**src/rtl/div_pkg.sv**
```systemverilog
// ---------------------------------------------------------------------------
// div_pkg : shared types and helpers for the sequential restoring divider
// Rev 1.0 : initial release
// ---------------------------------------------------------------------------
`default_nettype none

package div_pkg;

  typedef enum logic [1:0] {
    IDLE = 2'd0,
    RUN  = 2'd1,
    DONE = 2'd2
  } div_state_t;

  localparam int DIV_W_DEFAULT = 32;

  function automatic int cnt_width(input int w);
    return (w > 1) ? $clog2(w) : 1;
  endfunction

endpackage

`default_nettype wire

```
**src/rtl/seq_divider_32bit_if.sv**
```systemverilog
// ---------------------------------------------------------------------------
// seq_divider_32bit_if : operand/result handshake bundle for the divider
// Optional macro DIV_ZERO_FAST_EN adds the div_by_zero flag.  Rev 1.0
// ---------------------------------------------------------------------------
`default_nettype none

interface seq_divider_32bit_if
  import div_pkg::*;
#(
  parameter int WIDTH = DIV_W_DEFAULT
);

  logic             in_valid;
  logic             in_ready;
  logic [WIDTH-1:0] dividend;
  logic [WIDTH-1:0] divisor;
  logic             out_valid;
  logic             out_ready;
  logic [WIDTH-1:0] quotient;
  logic [WIDTH-1:0] remainder;
`ifdef DIV_ZERO_FAST_EN
  logic             div_by_zero;
`endif

  modport master (
    output in_valid, dividend, divisor, out_ready,
    input  in_ready, out_valid, quotient, remainder
`ifdef DIV_ZERO_FAST_EN
    , input div_by_zero
`endif
  );

  modport slave (
    input  in_valid, dividend, divisor, out_ready,
    output in_ready, out_valid, quotient, remainder
`ifdef DIV_ZERO_FAST_EN
    , output div_by_zero
`endif
  );

endinterface

`default_nettype wire

```
**src/rtl/div_step.sv**
```systemverilog
// ---------------------------------------------------------------------------
// div_step : one combinational restoring-division step (shift in, trial subtract)
// Rev 1.0 : initial release
// ---------------------------------------------------------------------------
`default_nettype none

module div_step #(
  parameter int WIDTH = 32
) (
  input  wire logic [WIDTH-1:0] i_r,
  input  wire logic             i_q_msb,
  input  wire logic [WIDTH-1:0] i_d,
  output logic      [WIDTH-1:0] o_r_next,
  output logic                  o_q_bit
);

  logic [WIDTH:0] w_t;
  logic [WIDTH:0] w_s;

  assign w_t = {i_r, i_q_msb};
  // One bit wider than the operands so the top bit of the difference is the borrow.
  assign w_s = w_t + ~{1'b0, i_d} + {{WIDTH{1'b0}}, 1'b1};

  assign o_q_bit  = ~w_s[WIDTH];
  assign o_r_next = o_q_bit ? w_s[WIDTH-1:0] : w_t[WIDTH-1:0];

endmodule

`default_nettype wire

```
**src/rtl/seq_divider_32bit.sv**
```systemverilog
// ---------------------------------------------------------------------------
// seq_divider_32bit : multi-cycle unsigned restoring divider, one quotient bit/clock
// Optional macro DIV_ZERO_FAST_EN: zero divisor finishes in one cycle.  Rev 1.0
// ---------------------------------------------------------------------------
`default_nettype none

module seq_divider_32bit
  import div_pkg::*;
#(
  parameter int WIDTH = DIV_W_DEFAULT
) (
  input  wire logic           clk,
  input  wire logic           reset,
  seq_divider_32bit_if.slave  bus
);

  localparam int CNT_W = cnt_width(WIDTH);

  div_state_t       r_state;
  logic [CNT_W-1:0] r_count;
  logic [WIDTH-1:0] r_q;
  logic [WIDTH-1:0] r_r;
  logic [WIDTH-1:0] r_d;
  logic [WIDTH-1:0] r_quotient;
  logic [WIDTH-1:0] r_remainder;
  logic             r_in_ready;
  logic             r_out_valid;
  logic [WIDTH-1:0] w_r_next;
  logic             w_q_bit;
  logic [WIDTH-1:0] w_q_next;
`ifdef DIV_ZERO_FAST_EN
  logic             r_div_by_zero;
  assign bus.div_by_zero = r_div_by_zero;
`endif

  div_step #(.WIDTH(WIDTH)) u_step (
    .i_r      (r_r),
    .i_q_msb  (r_q[WIDTH-1]),
    .i_d      (r_d),
    .o_r_next (w_r_next),
    .o_q_bit  (w_q_bit)
  );

  assign w_q_next      = {r_q[WIDTH-2:0], w_q_bit};
  assign bus.in_ready  = r_in_ready;
  assign bus.out_valid = r_out_valid;
  assign bus.quotient  = r_quotient;
  assign bus.remainder = r_remainder;

  always_ff @(posedge clk) begin
    if (reset) begin
      r_state     <= IDLE;
      r_count     <= '0;
      r_q         <= '0;
      r_r         <= '0;
      r_d         <= '0;
      r_quotient  <= '0;
      r_remainder <= '0;
      r_in_ready  <= 1'b1;
      r_out_valid <= 1'b0;
`ifdef DIV_ZERO_FAST_EN
      r_div_by_zero <= 1'b0;
`endif
    end else begin
      case (r_state)
        IDLE: begin
          if (bus.in_valid) begin
            r_in_ready <= 1'b0;
            r_count    <= '0;
            r_q        <= bus.dividend;
            r_r        <= '0;
            r_d        <= bus.divisor;
            r_state    <= RUN;
`ifdef DIV_ZERO_FAST_EN
            r_div_by_zero <= 1'b0;
            // Zero divisor skips the iteration; out_valid rises on the following edge.
            if (bus.divisor == '0) begin
              r_quotient    <= '1;
              r_remainder   <= bus.dividend;
              r_div_by_zero <= 1'b1;
              r_state       <= DONE;
            end
`endif
          end
        end
        RUN: begin
          r_q     <= w_q_next;
          r_r     <= w_r_next;
          r_count <= r_count + 1'b1;
          if (r_count == CNT_W'(WIDTH - 1)) begin
            r_quotient  <= w_q_next;
            r_remainder <= w_r_next;
            r_out_valid <= 1'b1;
            r_state     <= DONE;
          end
        end
        DONE: begin
          if (!r_out_valid) begin
            r_out_valid <= 1'b1;
          end else if (bus.out_ready) begin
            r_out_valid <= 1'b0;
            r_in_ready  <= 1'b1;
            r_state     <= IDLE;
          end
        end
        default: begin
          r_state     <= IDLE;
          r_in_ready  <= 1'b1;
          r_out_valid <= 1'b0;
        end
      endcase
    end
  end

endmodule

`default_nettype wire

```
**src/flat_wrapper.sv**
```systemverilog
// flat-port wrapper written by rule: the top's interface ports become plain ports
module seq_divider_32bit_flat import div_pkg::*;
#(
  parameter int WIDTH = DIV_W_DEFAULT
)
  (clk, reset, bus_in_valid, bus_dividend, bus_divisor, bus_out_ready, bus_in_ready, bus_out_valid, bus_quotient, bus_remainder);
  seq_divider_32bit_if #(.WIDTH(WIDTH)) bus_i ();
  input  wire logic clk;
  input  wire logic reset;
  input wire logic [$bits(bus_i.in_valid)-1:0] bus_in_valid;
  input wire logic [$bits(bus_i.dividend)-1:0] bus_dividend;
  input wire logic [$bits(bus_i.divisor)-1:0] bus_divisor;
  input wire logic [$bits(bus_i.out_ready)-1:0] bus_out_ready;
  output wire logic [$bits(bus_i.in_ready)-1:0] bus_in_ready;
  output wire logic [$bits(bus_i.out_valid)-1:0] bus_out_valid;
  output wire logic [$bits(bus_i.quotient)-1:0] bus_quotient;
  output wire logic [$bits(bus_i.remainder)-1:0] bus_remainder;
  assign bus_i.in_valid = bus_in_valid;
  assign bus_i.dividend = bus_dividend;
  assign bus_i.divisor = bus_divisor;
  assign bus_i.out_ready = bus_out_ready;
  assign bus_in_ready = bus_i.in_ready;
  assign bus_out_valid = bus_i.out_valid;
  assign bus_quotient = bus_i.quotient;
  assign bus_remainder = bus_i.remainder;
  seq_divider_32bit #(.WIDTH(WIDTH)) u_core (.clk(clk), .reset(reset), .bus(bus_i));
endmodule
```
**config.mk**
```make
export PLATFORM = sky130hd
export DESIGN_NAME = seq_divider_32bit_flat
export DESIGN_NICKNAME = d
export VERILOG_FILES = /design/src/rtl/div_pkg.sv /design/src/rtl/seq_divider_32bit_if.sv /design/src/rtl/div_step.sv /design/src/rtl/seq_divider_32bit.sv /design/src/flat_wrapper.sv
export SDC_FILE = /design/constraint.sdc
export NUM_CORES = 1
export LEC_CHECK = 0
export BUFFER_PORTS_ARGS = -buffer_cell sky130_fd_sc_hd__buf_2
export CORE_ASPECT_RATIO = 0.8
export CORE_UTILIZATION = 45
export DETAILED_ROUTE_END_ITERATION = 6
export GPL_ROUTABILITY_DRIVEN = 0
export PLACE_DENSITY = 0.72
export RECOVER_POWER = 100
export SYNTH_ARGS = -nofsm -noshare
export SYNTH_HDL_FRONTEND = slang
export SYNTH_HIERARCHICAL = 1
export SYNTH_SLANG_ARGS = --single-unit
export TNS_END_PERCENT = 1
```
**constraint.sdc**
```tcl
create_clock -name clk -period 7.06 [get_ports clk]
set_input_delay 1.059 -clock clk [delete_from_list [all_inputs] [get_ports clk]]
set_output_delay 1.059 -clock clk [all_outputs]
set_load 0.02 [all_outputs]
```
==> flow_metrics.tcl <==
set metrics [dict create \
    multi_input_area_sq_mm 0.00483 \
    dr.pass1.iters 5 \
    met2_usage 0.315 \
    ir_drop_v 0.000158 \
    timing.reg2reg.setup_slack_ns 2.49 \
    drc 0 \
    final-setup-viol-count 0 \
    r2r-end "u_core/bus.remainder[31]" \
    worstPathArrival_ns 4.89 \
    slew_headroom -1.94 \
    clock.fmax_mhz 210 \
    status "finished with violations" \
    power.density_mw_per_mm2 253 \
    routed_wl_um 21400 \
    synthFlopType "dfxtp_1" \
    reg2reg_from "u_core/r_state[1]" \
    top_usage_layer "met2" \
    io_pins 134 \
    final_cells 1386 \
    fin_crit_ns 4.77 \
    grt_util_met3 0.0373 \
    grt_pass1_wl_um 34500 \
    met1_usage 0.314 \
    dpl.hpwl_um 14100 \
    via_per_inst 5.41 \
    setup_tns_ns 0 \
    ys_top_cells_by_area "dfxtp_1, nand2_1, a21oi_1, ha_1, a211oi_2" \
    grt_start_max_net_pins 102 \
    cts_root_buffer "clkbuf_16" \
    grt_util_all_layers 0.214 \
    rr_worst_depth 6 \
    holdPathStages 2 \
    end_kind "flop" \
    path_clk_slew_ns 0.07 \
    rows 45 \
    die_area_sq_mm 0.0202 \
    seq_area_frac_synth 0.383 \
    ctsResizeCount 0 \
    wl_per_cell_um 15.4 \
    fp.dieW_um 159 \
    max_slew.worst_pin.slew_ns 4.41 \
    drive_gt1_frac 0.144 \
    finClkSkew_ns 0.0106 \
    final_nets 1221 \
    drtIter0Drc 526 \
    synth_top_area_cell "dfxtp_1" \
    antenna_found_initial 0 \
    synth-seq-cells 169 \
    ys_types 71 \
    portBuffers 133 \
    syn_area_sq_mm 0.00883 \
    vias 7499 \
    numCtsBuffers 17 \
    postCtsSetupBuffers 0 \
    cts.sinks 169 \
    grt_pass1_vias 6859 \
    synth_nets 1137 \
    cts_tree "yes" \
    hold_viol 0 \
    post-route-period-util 0.675 \
    worst_setup_path_start_kind "input port" \
    clock_path_buffers 2 \
    hold_slack_ns 0.454 \
    violations "max-capacitance violations, max-slew violations" \
    path_class "in2reg" \
    max_cap_violations 4 \
    async_reset_ff_frac 0 \
    core_area_sq_mm 0.0191 \
    p_leak_nw 3.82 \
    cp_data_required_time_ns 7.18 \
    dp_cells 1354 \
    synth_top_area_frac 0.383 \
    htreeDepth 4 \
    seq_area_sq_mm 0.00338 \
    hold_buffers 0 \
    synth_warnings 6 \
    die_y_um 127 \
    min_path_type "reg2reg" \
    avgSynthCellArea_sq_um 8.56 \
    worst_skew_pair.late_latency_ns 0.43 \
    critPathMaxFanout 101 \
    slew_viol_final 250 \
    grt.overflow.total 0 \
    rsz0062_at_grt "false" \
    start_util 0.463 \
    fillCellCount 1870 \
    synthCells 1031 \
    area_delta_synth_final_pct 12.5 \
    synth_edf_count 0 \
    hold_path.startpoint "u_core/bus.remainder[20]" \
    min_delay_worst_endpoint "u_core/bus.remainder[20]" \
    diodes 0 \
    drt.antenna.violating_nets 0 \
]
==> synthesized netlist by cell type (all sizes together), types with 24 or more instances <==
| master | instances |
|---|---|
| a32oi | 34 |
| nand2 | 213 |
| mux2 | 24 |
| inv | 38 |
| a211oi | 35 |
| dfxtp | 169 |
| ha | 37 |
| a21oi | 124 |
| buf | 41 |
| nor2 | 79 |
| clkbuf | 29 |
| mux2i | 35 |
==> final cells by class <==
class                      count  share of cell area
multi-input combinational    752               0.486
sequential                   169               0.341
timing repair buffer         137              0.0611
clock buffer                  17              0.0428
tap                          258              0.0325
clock inverter                15              0.0214
inverter                      38              0.0151
==> cells by family (layout without fill, tap and decap cells) <==
kind of cell,after synthesis,count (layout),synth area share
AO/OA/AOI/OAI,272,272,0.219
XOR/XNOR,26,26,0.0258
multiplexers,59,59,0.0812
AND/OR/NAND/NOR,357,357,0.171
flip-flops,169,169,0.383
buffers and inverters,110,207,0.0655
adder cells (fa/ha/maj),38,38,0.0547
==> state kept, by name (all words and copies together) (netlist names) <==
signal	cells
u_core/bus.quotient	32
u_core/bus.remainder	32
u_core/r_d	32
u_core/r_q	32
u_core/r_r	32
u_core/r_count	5
u_core/r_state	2
u_core/bus.in_ready	1
u_core/bus.out_valid	1
==> layout by cell type (no fill, tap or decap), types with 6 or more instances in the layout <==
master,n
xor2_1,13
nor3_1,6
a211oi_1,13
nand2_1,212
dfxtp_1,169
o21ai_0,17
buf_2,65
mux2_4,19
clkbuf_16,17
mux2i_1,33
clkbuf_1,70
inv_1,37
a21oi_1,122
and3_1,6
nor2_1,78
xnor2_1,13
a211oi_2,22
a21o_1,17
nand3_1,18
a32oi_1,34
ha_1,36
a31oi_1,8
o21a_1,7
==> stage by stage <==
step / setup slack, ns / power, mW / instance area, sq um / utilization
after floorplan: 3.61 / 1.44 / 8830 / -
after global placement: 3.44 / 1.51 / 9440 / 0.495
after detailed placement: 3.36 / 1.52 / 9440 / 0.495
after CTS: 3.32 / 2.54 / 10100 / 0.528
after global routing: 1.85 / 2.62 / 9930 / 0.520
final: 2.29 / 2.51 / 9930 / 0.520
==> critical path, cell delays in order <==
cell      delay (ns)
buf_6           0.46
clkbuf_1        3.13
nor2_1          0.19
==> where the power goes <==
group / switching [mW] / internal, mW / leakage (nW) / total [mW]
registers: 0.0280 / 0.993 / 1.37 / 1.02
clock network: 0.410 / 0.601 / 0.307 / 1.01
logic: 0.279 / 0.203 / 2.14 / 0.482
==> how the worst max path moves through the flow <==
stage              startpoint        endpoint  slack, ns  cells past startpoint
4_1_cts        u_core/r_q[31]  u_core/r_r[28]       3.32                     15
6_report                reset  u_core/r_r[28]       2.29                      3
3_5_place_dp   u_core/r_q[31]  u_core/r_r[22]       3.36                     15
3_3_place_gp   u_core/r_q[31]   u_core/r_r[4]       3.44                     15
5_1_grt                 reset   u_core/r_r[5]       1.85                      3
2_1_floorplan  u_core/r_q[31]  u_core/r_r[10]       3.61                     17
==> metal layers <==
layer | up-vias | share of wire
li1 | 3775 | -
met1 | 3525 | 0.51
met2 | 176 | 0.43
met3 | 23 | 0.040
met4 | 0 | 0.014
met5 | - | 0
Note: power is estimated with default switching activity, not from simulation.
